--- src/rtl/wb_byte_ram.sv ---
// Wishbone-slave 32-bit word RAM: byte-lane writes, WAIT_STATES extra cycles before ack.
// Optional WB_BYTE_RAM_RANGE_CHECK_EN: out-of-range addresses answer with err and no access.
//
// state  | meaning
// S_IDLE | waiting for cyc & stb; request fields latched on acceptance
// S_WAIT | counting down wait states; cyc drop aborts the transfer
// S_RESP | ack or err high for this single cycle
// S_GAP  | one dead cycle so a held stb is never acknowledged twice
module wb_byte_ram #(
  parameter int ADDR_BITS   = 7,
  parameter int WAIT_STATES = 1
) (
  input  logic        wb_clk_i,
  input  logic        wb_rst_i,
  input  logic        wbs_cyc_i,
  input  logic        wbs_stb_i,
  input  logic        wbs_we_i,
  input  logic [3:0]  wbs_sel_i,
  input  logic [31:0] wbs_adr_i,
  input  logic [31:0] wbs_dat_i,
  output logic        wbs_ack_o,
  output logic        wbs_err_o,
  output logic [31:0] wbs_dat_o,
  output logic        busy_o
);

  typedef enum logic [1:0] {S_IDLE, S_WAIT, S_RESP, S_GAP} state_t;

  localparam int DEPTH = 1 << ADDR_BITS;
  localparam logic [3:0] CNT_INIT = (WAIT_STATES == 0) ? 4'd0 : 4'(WAIT_STATES - 1);

  state_t               state, state_nxt;
  logic [3:0]           cnt, cnt_nxt;
  logic [ADDR_BITS-1:0] idx_q;
  logic                 we_q;
  logic [3:0]           sel_q;
  logic [31:0]          dat_q;
  logic                 oor_q;
  logic                 ack_q, err_q;
  logic [31:0]          rd_q;

  logic                 req, in_idle, go_resp, adr_oor;
  logic [ADDR_BITS-1:0] cur_idx;
  logic                 cur_we, cur_oor;
  logic [3:0]           cur_sel;
  logic [31:0]          cur_dat;
  logic                 unused_ok;

  logic [31:0] mem [DEPTH];

  assign req     = wbs_cyc_i & wbs_stb_i;
  assign in_idle = (state == S_IDLE);

`ifdef WB_BYTE_RAM_RANGE_CHECK_EN
  assign adr_oor   = |wbs_adr_i[31:ADDR_BITS+2];
  assign wbs_err_o = err_q;
  assign unused_ok = &{1'b0, wbs_adr_i[1:0]};
`else
  assign adr_oor   = 1'b0;
  assign wbs_err_o = 1'b0;
  assign unused_ok = &{1'b0, wbs_adr_i[1:0], wbs_adr_i[31:ADDR_BITS+2], err_q};
`endif

  // With zero wait states the response edge is the acceptance edge, so use the live bus.
  assign cur_idx = in_idle ? wbs_adr_i[ADDR_BITS+1:2] : idx_q;
  assign cur_we  = in_idle ? wbs_we_i  : we_q;
  assign cur_sel = in_idle ? wbs_sel_i : sel_q;
  assign cur_dat = in_idle ? wbs_dat_i : dat_q;
  assign cur_oor = in_idle ? adr_oor   : oor_q;

  assign go_resp = (state_nxt == S_RESP);
  assign busy_o  = ~in_idle;

  assign wbs_ack_o = ack_q;
  assign wbs_dat_o = rd_q;

  always_comb begin
    state_nxt = state;
    cnt_nxt   = cnt;
    case (state)
      S_IDLE: begin
        if (req) begin
          if (WAIT_STATES == 0) begin
            state_nxt = S_RESP;
          end else begin
            state_nxt = S_WAIT;
            cnt_nxt   = CNT_INIT;
          end
        end
      end
      S_WAIT: begin
        if (!wbs_cyc_i)      state_nxt = S_GAP;
        else if (cnt == 4'd0) state_nxt = S_RESP;
        else                  cnt_nxt   = cnt - 4'd1;
      end
      S_RESP:  state_nxt = S_GAP;
      S_GAP: begin
        state_nxt = S_IDLE;
        cnt_nxt   = 4'd0;
      end
      default: state_nxt = S_IDLE;
    endcase
  end

  always_ff @(posedge wb_clk_i or posedge wb_rst_i) begin
    if (wb_rst_i) begin
      state <= S_IDLE;
      cnt   <= 4'd0;
      idx_q <= '0;
      we_q  <= 1'b0;
      sel_q <= 4'd0;
      dat_q <= 32'd0;
      oor_q <= 1'b0;
      ack_q <= 1'b0;
      err_q <= 1'b0;
      rd_q  <= 32'd0;
    end else begin
      state <= state_nxt;
      cnt   <= cnt_nxt;
      if (in_idle && req) begin
        idx_q <= wbs_adr_i[ADDR_BITS+1:2];
        we_q  <= wbs_we_i;
        sel_q <= wbs_sel_i;
        dat_q <= wbs_dat_i;
        oor_q <= adr_oor;
      end
      ack_q <= go_resp & ~cur_oor;
      err_q <= go_resp & cur_oor;
      if (go_resp && !cur_we) rd_q <= cur_oor ? 32'd0 : mem[cur_idx];
    end
  end

  // Array is deliberately not reset; the reset guard only blocks a commit while reset is held.
  always_ff @(posedge wb_clk_i) begin
    if (!wb_rst_i && go_resp && cur_we && !cur_oor) begin
      for (int i = 0; i < 4; i++) begin
        if (cur_sel[i]) mem[cur_idx][8*i +: 8] <= cur_dat[8*i +: 8];
      end
    end
  end

endmodule

--- config.mk ---
export PLATFORM = sky130hd
export DESIGN_NAME = wb_byte_ram
export DESIGN_NICKNAME = d
export VERILOG_FILES = /design/src/rtl/wb_byte_ram.sv
export SDC_FILE = /design/constraint.sdc
export NUM_CORES = 2
export LEC_CHECK = 0
export ABC_CLOCK_PERIOD_IN_PS = 3700
export CAP_MARGIN = 20
export CORE_UTILIZATION = 50
export DETAILED_ROUTE_END_ITERATION = 8
export PLACE_DENSITY_LB_ADDON = 0.2
export SLEW_MARGIN = 20
export SYNTH_ARGS = -nofsm -noshare
export SYNTH_HDL_FRONTEND = slang
export SYNTH_SLANG_ARGS = --single-unit
export TNS_END_PERCENT = 100
--- constraint.sdc ---
create_clock -name wb_clk_i -period 3.7 [get_ports wb_clk_i]
set_clock_uncertainty 0.1 [all_clocks]
set_input_delay 0.37 -clock wb_clk_i [delete_from_list [all_inputs] [get_ports wb_clk_i]]
set_output_delay 0.37 -clock wb_clk_i [all_outputs]
set_load 0.005 [all_outputs]
; Word level (Yosys, flattened, before mapping)
; Memories as Yosys holds them, arrays and structs flattened. A register that Yosys moved wholly into a read port is not among the register bits.
; Index checks and enable logic that the tools add are counted.
[word_totals]
ramBits = 4096
regBits = 51
romBits = 0
output_inout_bits = 35
in_bits = 73
mem_count = 1
word_cells = 52
latchBits = 0
[op_classes]
reduce_logical = 10
order_cmp = 0
n_addsub = 1
n_mux = 24
eq_ne = 7
bitwise_logic = 2
shifts = 0
multipliers = 0
div_mod_pow = 0
[memory_table]
columns = memory, depth, word_bits, rd, rd_ports_with_merged_regs, wr, line
row1 = mem, 128, 32, 1, 1, 1, 49  ; logic [31:0] mem [DEPTH];
[op_table]
columns = cell, count
row1 = 32-bit two-way mux, 1
row2 = 4-bit two-way mux, 4
row3 = 1-bit two-way mux, 13
row4 = 4-bit one-hot mux with 3 select lines, 1
row5 = 2-bit one-hot mux with 4 select lines, 1
row6 = 7-bit two-way mux, 1
row7 = 2-bit == test (second input constant), 3
row8 = 2-bit two-way mux, 3
row9 = 2-bit inequality test (second input constant), 3
row10 = 1-bit logical AND, 4
row11 = 4-bit zero test, 1
row12 = 4-bit AND reduction, 1
row13 = 4-bit by 1-bit subtractor with 4-bit output (second input constant), 1
row14 = 3-bit nonzero test, 1
row15 = 2-bit by 1-bit == test with 1-bit output (second input constant), 1
row16 = 1-bit zero test, 2
row17 = 2-bit zero test, 1
row18 = 1-bit bitwise AND, 1
row19 = 1-bit NOT, 1

; Logic depth before layout (Yosys ltp)
[depth]
depth_word = 9
depth_mapped = 15
mapped_depth_nobuf = 9

; Worst setup path after synthesis
; OpenSTA, ideal clock, no wires.
[synth_timing]
path_type = register to register
startpoint = register state[0]
endpoint = memory mem[0][10], data pin
period_less_slack_ps = 3286
required_time_ps = 3222
setup_slack_ps = 414
setup_time_ps = 378
path_buffers = 5
path_stages_with_launch = 9
arrival_ps = 2809
cell_sequence = dfrtp_1 inv_1 ha_1 buf_6 buf_6 buf_2 buf_1 clkbuf_1 mux2_2
[synth_between]
elab_chain_cells = 2
[synth_lines]
columns = element, line
row1 = "start, declared", 32  ; state_t state, state_nxt;
row2 = "start signal, assigned", 118  ; state <= state_nxt;
row3 = 2-bit zero test, 52  ; assign in_idle = (state == S_IDLE);
row4 = 32-bit two-way mux, 68  ; assign cur_dat = in_idle ? wbs_dat_i : dat_q;
row5 = named net cur_dat[10], 46  ; logic [31:0] cur_dat;
row6 = "end, declared", 49
; The timed path passes the listed nets, and every way through them passes these cells.

; Worst setup path in the final report
[layout_timing]
startpoint = register state[1]
endpoint = register rd_q[11] (netlist: wbs_dat_o[11]), read port of mem
[layout_between]
elab_chain_cells = 5
word_cells_on_any_way = 13
cone_classes = eq/ne (4) / mux (6) / reduce/logical (3)
[layout_lines]
columns = element, line
row1 = 2-bit two-way mux, 93  ; else if (cnt == 4'd0) state_nxt = S_RESP;
row2 = 2-bit two-way mux, 92  ; if (!wbs_cyc_i) state_nxt = S_GAP;
row3 = 2-bit one-hot mux with 4 select lines, 80  ; case (state)
row4 = 2-bit == test, 71  ; assign go_resp = (state_nxt == S_RESP);
row5 = 1-bit logical AND, 129  ; if (go_resp && !cur_we) rd_q <= cur_oor ? 32'd0 : mem[cur_idx];
row6 = "end, declared", 40  ; logic [31:0] rd_q;
; Parallel ways exist; a longest one is shown, timed or not.
; A chain may end at the register's enable or synchronous reset.

==> impl_metrics.json <==
{
  "cts_tree": "done",
  "initialDrtViolationCount": 15700,
  "synth_cell_types": 58,
  "synth.most_common_cell": "edfxtp_1",
  "rows": 204,
  "synth_top_area_share": 0.788,
  "dieArea_um2": 314000,
  "synth_seq_cells": 4179,
  "clock-sinks": 4179,
  "met2_usage": 0.459,
  "slew_viol_final": 0,
  "yosysWarnings": 0,
  "syn-num-nets": 8720,
  "grt_usage": 0.298,
  "p_clk_frac": 0.254,
  "violations": "DRC, setup timing",
  "worstPathArrival_ns": 4.59,
  "antenna_found_initial": 23,
  "async_flop_share": 0.0199,
  "cp-start-kind": "register",
  "initial_core_util": 0.504,
  "synth_commonest_cells": "4,096 x edfxtp_1, 674 x mux2i_1, 584 x a222oi_1",
  "synth.largest_area_cell": "edfxtp_1",
  "grt-ovfl-total": 0,
  "grt_max_degree": 129,
  "p_comb_frac": 0.373,
  "worst-slew-pin-transition_ns": 1.10,
  "cap_violations": 0,
  "fill_cells": 21700,
  "core_um2": 310000,
  "setup_ws_ns": -0.146,
  "rrSetupSlack_ns": -0.15,
  "avgSynthCellArea_um2": 18.1,
  "firstDrtPassIters": 9,
  "htreeDepth": 5,
  "irDropWorstVdd_v": 0.000783,
  "port_buffers": 81,
  "met1_usage": 0.411,
  "max_clock_freq_mhz": 260,
  "p_int_uw": 109000,
  "grt_setup_unrepaired": "true",
  "drc": 6,
  "swShare": 0.347,
  "numCtsBuffers": 411,
  "die_h_um": 561,
  "drive_above_1_share": 0.258,
  "hp-class": "primary input to register",
  "vias": 95300,
  "ant_nets": 0,
  "avgViaCountPerCell": 6.44,
  "cp_max_fo": 7,
  "clk_latency_ns": 1.02,
  "finalPower_uw": 167000,
  "wirelength_mm": 481,
  "setup_violations": 22,
  "areaGrowthSynthToFinish_pct": 23.4,
  "fp.dieW_um": 561,
  "synthFlopType": "edfxtp_1",
  "fin_util": 0.622,
  "fin_hold_ws_ns": 0.0928,
  "endpoint_kind": "register",
  "finalCriticalPeriod_ns": 3.85,
  "period_share": 1.04,
  "clkSlewWorstSetupHoldPaths_ns": 0.06,
  "synthesis.area_um2": 156000,
  "grt_pass1_wl_mm": 672,
  "synth_area_leaders": "edfxtp_1 79%, mux2i_1 4.3%, a222oi_1 3.7%, a22oi_1 1.5%, o22ai_1 1.3%",
  "grt_pass1_vias": 92300,
  "finalWeightedCongestion": 0.965,
  "hold_viol": 0,
  "synth_edf_count": 4096,
  "status": "finished with violations",
  "critPathKind": "register to register",
  "io_pins": 108,
  "wl_per_cell_um": 32.5,
  "placedCellCount": 13800,
  "syn_inst": 8642,
  "busiest_layer": "met2",
  "relSlewSlack": 0.265,
  "p_switching_uw": 57800,
  "grt.met3_usage": 0.0531,
  "dpl.hpwl_mm": 312,
  "critPathRequiredTime_ns": 4.44,
  "clk_path_buf_depth": 4,
  "p_seq_frac": 0.373,
  "yosysSeqAreaShare": 0.802,
  "finalNetCount": 10400,
  "cts.root.buffer_cell": "clkbuf_16",
  "power_density_nw_per_um2": 865,
  "layout.cells.non_filler": 14800,
  "p_leak_uw": 0.0645
}
-- area by class of cell --
class / count / area, um2 / share of cell area
inverter: 12 / 47.5 / 0.000247
tap: 4120 / 5150 / 0.0268
clock buffer: 509 / 10800 / 0.0562
sequential: 4179 / 125000 / 0.649
antenna: 21 / 52.6 / 0.000273
timing repair buffer: 1901 / 18300 / 0.0952
multi-input combinational: 3815 / 30300 / 0.157
clock inverter: 243 / 2810 / 0.0146
-- cell families (layout without fill, tap and decap cells) --
group,after synthesis,in the layout,synth area share
other,1,22,0.0000240
muxes,823,823,0.0540
AOI/OAI and AO/OA,2122,2122,0.104
adders and majority gates,5,5,0.000401
DFF,4179,4179,0.802
buffers and inverters,648,2665,0.0177
and+or+nand+nor,864,864,0.0223
-- layout by cell type, fill, tap and decap left out, drive strengths merged, types with 51 or more instances in the layout --
master / synthesis / final
clkinv: 0 / 171
nand2: 244 / 244
a21oi: 51 / 51
o22ai: 336 / 336
bufinv: 0 / 52
edfxtp: 4096 / 4096
dfrtp: 83 / 83
a221oi: 156 / 156
mux2i: 674 / 674
clkdlybuf4s50: 0 / 81
a222oi: 584 / 584
o21ai: 277 / 277
nor2: 541 / 541
a31oi: 283 / 283
a22oi: 302 / 302
buf: 236 / 1772
mux2: 149 / 149
clkbuf: 400 / 523
-- sequential cells by signal, summed over array words and instances (netlist names) --
register,cells
mem,4096
idx_q,7
sel_q,4
dat_q,32
we_q,1
wbs_ack_o,1
state,2
wbs_dat_o,32
cnt,4
-- power groups by stage --
stage / registers (uW) / logic, uW / clock network (uW)
detailed placement: 63100 / 55900 / 0
global placement: 63100 / 54800 / 0
CTS: 62100 / 58500 / 42600
finish: 62200 / 62100 / 42300
global route: 62200 / 64000 / 44400
floorplan: 63000 / 25900 / 0
-- metrics by stage --
stage,setup WS [ns],instance area [um2],TNS [ns]
after floorplan,0.414,156000,0
after global placement,-1.11,175000,-58.41
after detailed placement,-1.04,175000,-55.15
after CTS,-0.121,191000,-0.705
after global routing,-0.218,193000,-4.35
final,-0.146,193000,-1.34
-- final timing paths --
kind,from,endpoint,cells after the start
setup / recovery,state[1]$_DFF_PP0_,wbs_dat_o[11]$_DFFE_PP0P_,15
max in group asynchronous,wb_rst_i,dat_q[21]$_DFFE_PP0P_,4
min in group asynchronous,wb_rst_i,state[0]$_DFF_PP0_,3
setup reg to reg,state[1]$_DFF_PP0_,wbs_dat_o[11]$_DFFE_PP0P_,15
hold / removal,wbs_dat_i[22],dat_q[22]$_DFFE_PP0P_,2
hold reg to reg,dat_q[0]$_DFFE_PP0P_,dat_q[0]$_DFFE_PP0P_,1
-- repair_timing --
action / 4_1_cts / 5_1_grt
hold buffers: 29 / 0
setup buffers: 71 / 78
endpoints found under the setup margin: 485 / 1139
gates resized for setup: 211 / 249
cloned: 10 / 15
endpoints found under the hold margin: 61 / 0
pin swaps: 112 / 181
-- critical path: stages, from the launching register on --
cell	delay (ns)
dfrtp_1	0.39
inv_2	0.08
ha_4	0.26
buf_6	0.13
nand3b_4	0.15
o22ai_4	0.13
buf_12	0.17
buf_16	0.15
buf_4	0.16
a222oi_1	0.52
a31oi_2	0.28
nor4_4	0.39
buf_4	0.17
o21ai_1	0.08
buf_6	0.19
o32a_1	0.34
-- layer usage --
layer,up-vias,share of wire
met2,6046,0.46
met4,6,0.053
met1,48600,0.38
met5,-,0.000096
met3,920,0.11
li1,39700,-
Note: power is estimated with default switching activity, not from simulation.
